## src/rtl/countdown_counter.sv

```systemverilog
// Loadable down-counter with one-cycle terminal pulse and optional auto-reload; load latency 1 cycle.
// No backpressure: load wins over decrement, and enable only gates decrements while counting.
module countdown_counter #(
    parameter int WIDTH = 4
) (
    input  logic             clock,
    input  logic             reset,
    input  logic             load,
    input  logic [WIDTH-1:0] load_value,
    input  logic             enable,
    input  logic             auto_reload,
    output logic [WIDTH-1:0] count,
    output logic             busy,
    output logic             done
);

    typedef enum logic {
        IDLE  = 1'b0,
        COUNT = 1'b1
    } state_t;

    localparam logic [WIDTH-1:0] ZERO = '0;
    localparam logic [WIDTH-1:0] ONE  = WIDTH'(1);

    state_t           state;
    state_t           state_nxt;
    logic [WIDTH-1:0] count_nxt;
    logic [WIDTH-1:0] reload;
    logic [WIDTH-1:0] reload_nxt;
    logic             done_nxt;

    always_ff @(posedge clock) begin
        if (reset) begin
            state  <= IDLE;
            count  <= ZERO;
            reload <= ZERO;
            done   <= 1'b0;
        end else begin
            state  <= state_nxt;
            count  <= count_nxt;
            reload <= reload_nxt;
            done   <= done_nxt;
        end
    end

    always_comb begin
        state_nxt  = state;
        count_nxt  = count;
        reload_nxt = reload;
        done_nxt   = 1'b0;
        if (load) begin
            // A zero load parks the counter instead of arming a zero-length interval.
            count_nxt  = load_value;
            reload_nxt = load_value;
            state_nxt  = (load_value != ZERO) ? COUNT : IDLE;
        end else if (state == COUNT && enable) begin
            if (count == ONE) begin
                done_nxt = 1'b1;
                if (auto_reload) begin
                    count_nxt = reload;
                end else begin
                    count_nxt = ZERO;
                    state_nxt = IDLE;
                end
            end else if (count == ZERO) begin
                state_nxt = IDLE;
            end else begin
                count_nxt = count - ONE;
            end
        end
    end

    assign busy = (state == COUNT);

endmodule

```

## config.mk

```make
export PLATFORM = sky130hd
export DESIGN_NAME = countdown_counter
export DESIGN_NICKNAME = d
export VERILOG_FILES = /design/src/rtl/countdown_counter.sv
export SDC_FILE = /design/constraint.sdc
export NUM_CORES = 1
export LEC_CHECK = 0
export BUFFER_PORTS_ARGS = -buffer_cell sky130_fd_sc_hd__buf_2
export CAP_MARGIN = 20
export CORE_MARGIN = 2
export CORE_UTILIZATION = 30
export CTS_BUF_LIST = sky130_fd_sc_hd__clkbuf_2 sky130_fd_sc_hd__clkbuf_4 sky130_fd_sc_hd__clkbuf_8
export DETAILED_ROUTE_END_ITERATION = 10
export PLACE_DENSITY = 0.49
export SLEW_MARGIN = 20
export SYNTH_ARGS = -nofsm -noshare
export SYNTH_HDL_FRONTEND = slang
export SYNTH_SLANG_ARGS = --single-unit
```

## constraint.sdc

```tcl
create_clock -name clock -period 1.4 [get_ports clock]
set_input_delay 0.21 -clock clock [delete_from_list [all_inputs] [get_ports clock]]
set_output_delay 0.21 -clock clock [all_outputs]
set_load 0.005 [all_outputs]
```

# Word level (Yosys, flattened, before mapping)

Cells that the tools add are included.

Output and inout bits: 6
Bits of input ports: 9
Flip-flop bits (word level): 10
Word-level logic and storage cells: 29

Mux-type cells: 12
Bitwise logic cells: 1
Reductions and logical operators: 8
$add $sub $neg: 1
Eq/ne operators: 3

Operators by type and width:

| operator                                                               | number |
|---|---|
| 4-bit 2-to-1 mux                                                       | 5 |
| 1-bit 2-to-1 mux                                                       | 7 |
| 3-bit inequality test (second input constant)                          | 2 |
| 4-bit by 1-bit equality test with 1-bit output (second input constant) | 1 |
| 4-bit logical NOT                                                      | 1 |
| 4-bit nonzero test                                                     | 1 |
| 4-bit by 1-bit subtractor with 4-bit output (second input constant)    | 1 |
| 3-bit AND reduction                                                    | 1 |
| 3-bit nonzero test                                                     | 1 |
| 3-bit OR reduction                                                     | 1 |
| 2-bit AND reduction                                                    | 1 |
| 2-bit nonzero test                                                     | 1 |
| 1-bit logical AND                                                      | 1 |
| 1-bit inverter                                                         | 1 |

# Logic depth before layout (Yosys ltp)

Gate-level depths: netlist of run 1.

Depth in word-level cells: 5
Mapped depth: 5
Depth with buffers taken out: 5

# Worst setup path after synthesis of run 1

No wires, ideal clock.

Path kind: register -> register
Start: register count[0]
End: register count[0]
Data required time: 1.317 ns
Clock period less this slack: 1.474 ns
Buffers on the path: 0
Slack: -0.074 ns
Cell stages (with the launch flop): 5
Arrival: 1.392 ns
Setup time: 0.083 ns
Path through: dfxtp_1 > ha_1 > nor3b_2 > mux2_2 > o221ai_1

Word-level cells in the longest chain between the ends: 5
Elaborated cells on any way between the ends: 9
Those cells by class: 1 x add/sub; 2 x eq/ne; 4 x mux; 2 x reduce/logical

RTL lines:

| item                                        | RTL line | text |
|---|---|---|
| start, declared                             | 12       | `output logic [WIDTH-1:0] count,` |
| start signal, assigned                      | 40       | `count <= count_nxt;` |
| 4-bit by 1-bit subtractor with 4-bit output | 68       | `count_nxt = count - ONE;` |
| 4-bit 2-to-1 mux                            | 65       | `end else if (count == ZERO) begin` |
| 4-bit 2-to-1 mux                            | 57       | `if (count == ONE) begin` |
| 4-bit 2-to-1 mux                            | 56       | `end else if (state == COUNT && enable) begin` |
| 4-bit 2-to-1 mux                            | 51       | `if (load) begin` |

Several ways; a longest one is shown, not always the timed one. The select of a mux whose other input is x is not followed.
A chain may end at the register's enable or synchronous reset.

# Final worst setup path of run 1

Start: register count[1]
End: register count[0]

Word-level cells in the longest chain between the ends: 4
Elaborated cells on any way between the ends: 7
Those cells by class: 2 x eq/ne; 3 x mux; 2 x reduce/logical

RTL lines:

| item                                           | RTL line |
|---|---|
| 4-bit by 1-bit equality test with 1-bit output | 57 |
| 4-bit 2-to-1 mux                               | 57 |
| 4-bit 2-to-1 mux                               | 56 |
| 4-bit 2-to-1 mux                               | 51 |

Several ways; a longest one is shown, not always the timed one. The select of a mux whose other input is x is not followed.

==> metrics.txt, run 1 <==
run status=complete, no violations; Hold/Removal Path Class=in2reg; sequential-to-total area share from yosys stat=34.3%; Max Cap Viol=0; crit path max fanout=7; top cell family by delay on the critical path=multiplexers; fin crit share=between 90% and 100%; unrepaired setup endpoints after global routing=yes; share of layout cells above drive strength 1=41.9%; post-layout util=46.2%; initial antenna violation count=0; Worst Reg-to-Reg Cells=5; Vias/cell=between 5 and 6; Avg WL per Cell=12.9 um; DR vias=607; PD cells=855 nW/um^2; initial core utilization=between 30 and 40%; Yosys top cell area share=34.3%; CP max-delay cell=mux2_4; GRT Util Overall=about 15%; largest net degree at the start of global routing=14; CP Data Arrival Time=1550 ps; # setup viols final=0; post-synth net total=80; post-route worst setup slack=26.2 ps; ANT nets after route=0; CTS Buffer Depth=2; CP max stage delay=330 ps; final wirelength=1.53 mm; CP startpoint=count[1]$_SDFFE_PP0P_; Slew Viols, Final=0; Reg-to-Reg End=count[0]$_SDFFE_PP0P_; drt pass-1 iters=4; P_leak=0.351 nW; GP Congestion=0.823; yosys warns=0; global-route wire length before repair=about 2.4 mm; htree depth=1; Yosys reg bits=10; row cnt=15; Hold Vio Cnt, Final=0; syn avg cell area=8.57 um^2; crit path launch type=flop; CTS Sinks=10; VDD IR-drop max=461 uV; Worst Path Buf+Inv=1; Remaining DRCs=0; dpl ws=-45.4 ps; commonest non-fill, non-tap cells in the layout=buf_2 (14), nand2_1 (10), buf_4 (10), dfxtp_1 (8), a21oi_1 (6); fillers=around 190; Core ar.=~1800 um^2; post-synthesis cell count=68; Final Power=just over 0.7 mW; CTS Root Cell=clkbuf_4; Worst EP required=1580 ps; Reg2Reg Setup Slack=30 ps; 1st-iter DRT viols=21; clock skew=roughly 0.39 ps; multi-input logic area=410 um^2; WS Path Type=reg2reg; nets=107; CTS clk-pin slew, worst paths=roughly 60 ps; slew margin rel.=77.5%; DIE AREA=roughly 2300 um^2; GRT overflow=0; crit-path cells=inv_2 -> ha_4 -> nor3b_4 -> mux2_4 -> o221ai_2; slew of the pin with the lowest slew margin=~340 ps; clock buffer count from CTS=3; cell area after synthesis=583 um^2; Die Ht=slightly below 50 um; ant diodes=0; Worst setup EP type=flop; Port Buffers=14; Final Critical Period=~1400 ps; area leader, netlist=dfxtp_1; DP HPWL=~1.2 mm; Hold Buf Count CTS=0; commonest non-fill, non-tap cell in the layout=buf_2; Worst path depth=5; Worst R2R Start=count[1]$_SDFFE_PP0P_; I/O pins=15; fmax=728 MHz; area grow syn2layout=41.2%; Synth area leaders=dfxtp_1 (34%), ha_1 (6.4%), nand2_1 (6.4%); number of global-route vias before repair=552; Die Wd=48.1 um; CP endpoint=count[0]$_SDFFE_PP0P_; CTS tree=built; worst skew pair latency=between 200 and 300 ps; Netlist cell types=30; storage element area=203 um^2
repair_timing:
action | in CTS | in global routing
pin swaps | 1 | 0
endpoints found under the setup margin | 2 | 4
gates resized for setup | 3 | 6
buffers inserted | 0 | 2
flip-flops by register name (all words and copies together) (netlist names):
register,flops
busy,1
count,4
done,1
reload,4
worst register-to-register path: stages, from the launching register on:
cell      delay (ps)
dfxtp_2          320
inv_2             70
ha_4             180
nor3b_4          250
mux2_4           330
o221ai_2         140
cells in the mapped netlist:
library cell and instances:
or2b_2 1, nor3b_1 2, o41ai_1 1, mux2_2 2
o2111ai_1 1, o311ai_1 1, a21oi_1 6, nand2b_1 1
nor3b_2 1, nor4b_2 1, nand3_1 1, ha_1 3
a31oi_1 1, o21ai_0 2, dfxtp_1 10, buf_2 1
nand3b_1 1, inv_1 3, buf_1 1, o221ai_1 3
nor4_1 2, or3b_1 1, and4_1 1, and3_1 1
nor2_1 4, nand2_1 10, and2_1 3, and4b_2 1
or3_1 1, o32ai_1 1
metrics by stage:
stage | hold slack [ps] | instances | cell area, um^2 | setup TNS (ps)
6_report | 255 | 118 | 823 | 0
5_1_grt | 267 | 118 | 823 | -25.9
4_1_cts | 243 | 116 | 778 | 0
3_5_place_dp | 448 | 113 | 748 | -58.1
3_3_place_gp | 444 | 113 | 748 | -36.6
2_1_floorplan | 369 | 68 | 596 | 0
kinds of logic after synthesis:
kind of cell    after synthesis  share of synthesized area, %
compound gates               16                          18.5
buf+inv                       5                          3.43
fa+ha+maj                     3                          6.44
flops                        10                          34.3
simple gates                 32                          33.5
mux                           2                          3.86
power by group:
group | internal, mW | switching, mW | total (mW)
Sequential | 0.302 | 0.0194 | 0.321
Combinational | 0.104 | 0.0863 | 0.190
Clock | 0.0991 | 0.0931 | 0.192
Total | 0.505 | 0.199 | 0.704
metal layers:
layer	up-vias	GRT usage [%]	wire length, um
li1	304	-	-
met1	283	19.4	689
met2	18	22.4	733
met3	2	5.66	80
met4	0	8.11	22
met5	-	0	0
worst min-delay path by stage:
stage,start,to,cells past startpoint
after floorplan,load_value[3],reload[3]$_SDFFE_PP0P_,2
after global placement,reload[3]$_SDFFE_PP0P_,reload[3]$_SDFFE_PP0P_,2
after detailed placement,reload[3]$_SDFFE_PP0P_,reload[3]$_SDFFE_PP0P_,2
after CTS,load_value[2],busy$_SDFFE_PP0P_,3
after global routing,load_value[3],reload[3]$_SDFFE_PP0P_,3
final,load_value[2],busy$_SDFFE_PP0P_,3
cell type report:
| cell class | instances | share of cell area [%] |
|---|---|---|
| multi-input cells | 53 | 49.8 |
| flip-flops and latches | 10 | 24.6 |
| repair buffers | 24 | 17.6 |
| well taps | 25 | 3.80 |
| clock buffers | 3 | 2.74 |
| inverters | 3 | 1.37 |
Power figures use the tool's default switching activity.
==> inputs of run 2 (changes only) <==
- CORE_MARGIN: 2 -> default
- PLACE_DENSITY: 0.49 -> 0.47
- clock period: 1.4 -> 1.34 ns (I/O delays scaled with it)
==> run 2 against run 1 <==
Compared with the run above:
- power increased by 7.0%
- clock-buffer cell count unchanged
- combinational power increased by 11%
- critical path depth unchanged
- hold slack got worse by 7.3 ps
- core utilization increased by 1.9 points
==> metrics.txt, run 2 (same netlist as run 1, synthesis figures left out) <==
run status=complete, no violations; Non-Filler Instances=117; CP Data Arrival Time=1520 ps; crit path launch type=flop; htree depth=1; post-layout util=48.1%; crit path max fanout=5; top flop regs=count: 4 flops, reload: 4 flops; post-route cell area=between 800 and 900 um^2; Hold Buf Count CTS=0; fillers=171; commonest non-fill, non-tap cell in the layout=buf_2; Hold Path Origin=load_value[3]; Hold/Removal Path Class=in2reg; Avg WL per Cell=around 14 um; fmax=751 MHz; CTS Sinks=10; I/O pins=15; DR vias=about 600; nets=roughly 110; fin crit share=99.4%; Remaining DRCs=0; GRT overflow=0; ANT nets after route=0; Vias/cell=5.05; Worst Reg-to-Reg Cells=5; unrepaired setup endpoints after global routing=yes; commonest non-fill, non-tap cells in the layout=buf_2 (14), nand2_1 (10), buf_4 (9), dfxtp_1 (7), a21oi_1 (6); drt pass-1 iters=4; Core ar.=1780 um^2; Final Power=0.753 mW; clock buffer count from CTS=3; # setup viols final=0; CTS clk-pin slew, worst paths=about 60 ps; Worst R2R Start=count[1]$_SDFFE_PP0P_; DP HPWL=1.17 mm; PD cells=879 nW/um^2; Port Buffers=14; Final Critical Period=1330 ps; Worst EP required=roughly 1500 ps; CTS Buffer Depth=2; GRT Util Overall=17.7%; 1st-iter DRT viols=12; final wirelength=roughly 1.6 mm; CTS Root Cell=clkbuf_4; clock skew=between 2 and 2.5 ps; number of global-route vias before repair=556; worst skew pair latency=260 ps; initial core utilization=32.7%; dpl cell area=749 um^2; storage element area=206 um^2; ant diodes=0; Worst Hold End=reload[3]$_SDFFE_PP0P_; Slew Viols, Final=0; Worst setup EP type=flop; multi-input logic area=around 450 um^2; GP Congestion=0.778; Die Wd=46.1 um; setup TNS=0 ps; DIE AREA=around 2100 um^2; largest net degree at the start of global routing=14; worst hold path depth=3; CTS tree=built; slew of the pin with the lowest slew margin=between 300 and 400 ps; Max Cap Viol=0; Reg2Reg Setup Slack=8 ps; placed cell count=between 100 and 150; VDD IR-drop max=596 uV; WS Path Type=reg2reg; row cnt=15; Reg-to-Reg End=count[1]$_SDFFE_PP0P_; initial antenna violation count=0; Die Ht=46.1 um; share of layout cells above drive strength 1=48.9%; P_leak=~0.35 nW; Hold Vio Cnt, Final=0; global-route wire length before repair=between 2 and 3 mm; slew margin rel.=between 70% and 80%; area grow syn2layout=47.0%
==> run 2: final cells by class <==
cell class              instances  area share (%)
inverters                       3            1.61
repair buffers                 23            16.1
multi-input cells              53            52.0
clock buffers                   3            2.63
well taps                      25            3.65
flip-flops and latches         10            24.1
==> run 2: how the worst max path moves through the flow <==
stage	end	from	slack, ps
finish	count[1]$_SDFFE_PP0P_	count[1]$_SDFFE_PP0P_	8
CTS	count[1]$_SDFFE_PP0P_	count[0]$_SDFFE_PP0P_	10
floorplan	count[0]$_SDFFE_PP0P_	count[1]$_SDFFE_PP0P_	10
detailed placement	count[0]$_SDFFE_PP0P_	count[1]$_SDFFE_PP0P_	-30
global route	count[1]$_SDFFE_PP0P_	count[0]$_SDFFE_PP0P_	-40
global placement	count[0]$_SDFFE_PP0P_	count[1]$_SDFFE_PP0P_	-80
==> run 2: power by group <==
group	internal [mW]	total, mW	switching, mW
clock network	0.104	0.207	0.103
registers	0.315	0.337	0.0221
logic	0.112	0.210	0.0977
total	0.531	0.753	0.223
==> run 2: through the flow <==
step,setup WS (ps),hold slack (ps)
after floorplan,9.98,360
after global placement,-75.7,442
after detailed placement,-30.7,445
after CTS,9.68,216
after global routing,-41.0,252
final,8.36,248
==> run 2: per-layer routing <==
metal	vias up	global-route usage (%)	wire length, um
li1	302	-	-
met1	278	23.7	785
met2	11	26.8	789
met3	0	7.06	69
met4	0	3.53	0
met5	-	0	0
==> run 2: worst max-delay path, cell delays in order (launching register included) <==
cell and delay (ps):
dfxtp_2 330, inv_4 70, ha_4 160, nor3b_4 250, mux2_4 330, o221ai_2 120
==> run 2: timing repair <==
| item | 4_1_cts | 5_1_grt |
|---|---|---|
| pin swaps | 2 | 6 |
| endpoints found under the setup margin | 2 | 5 |
| buffers inserted | 1 | 1 |
| gates resized for setup | 5 | 10 |
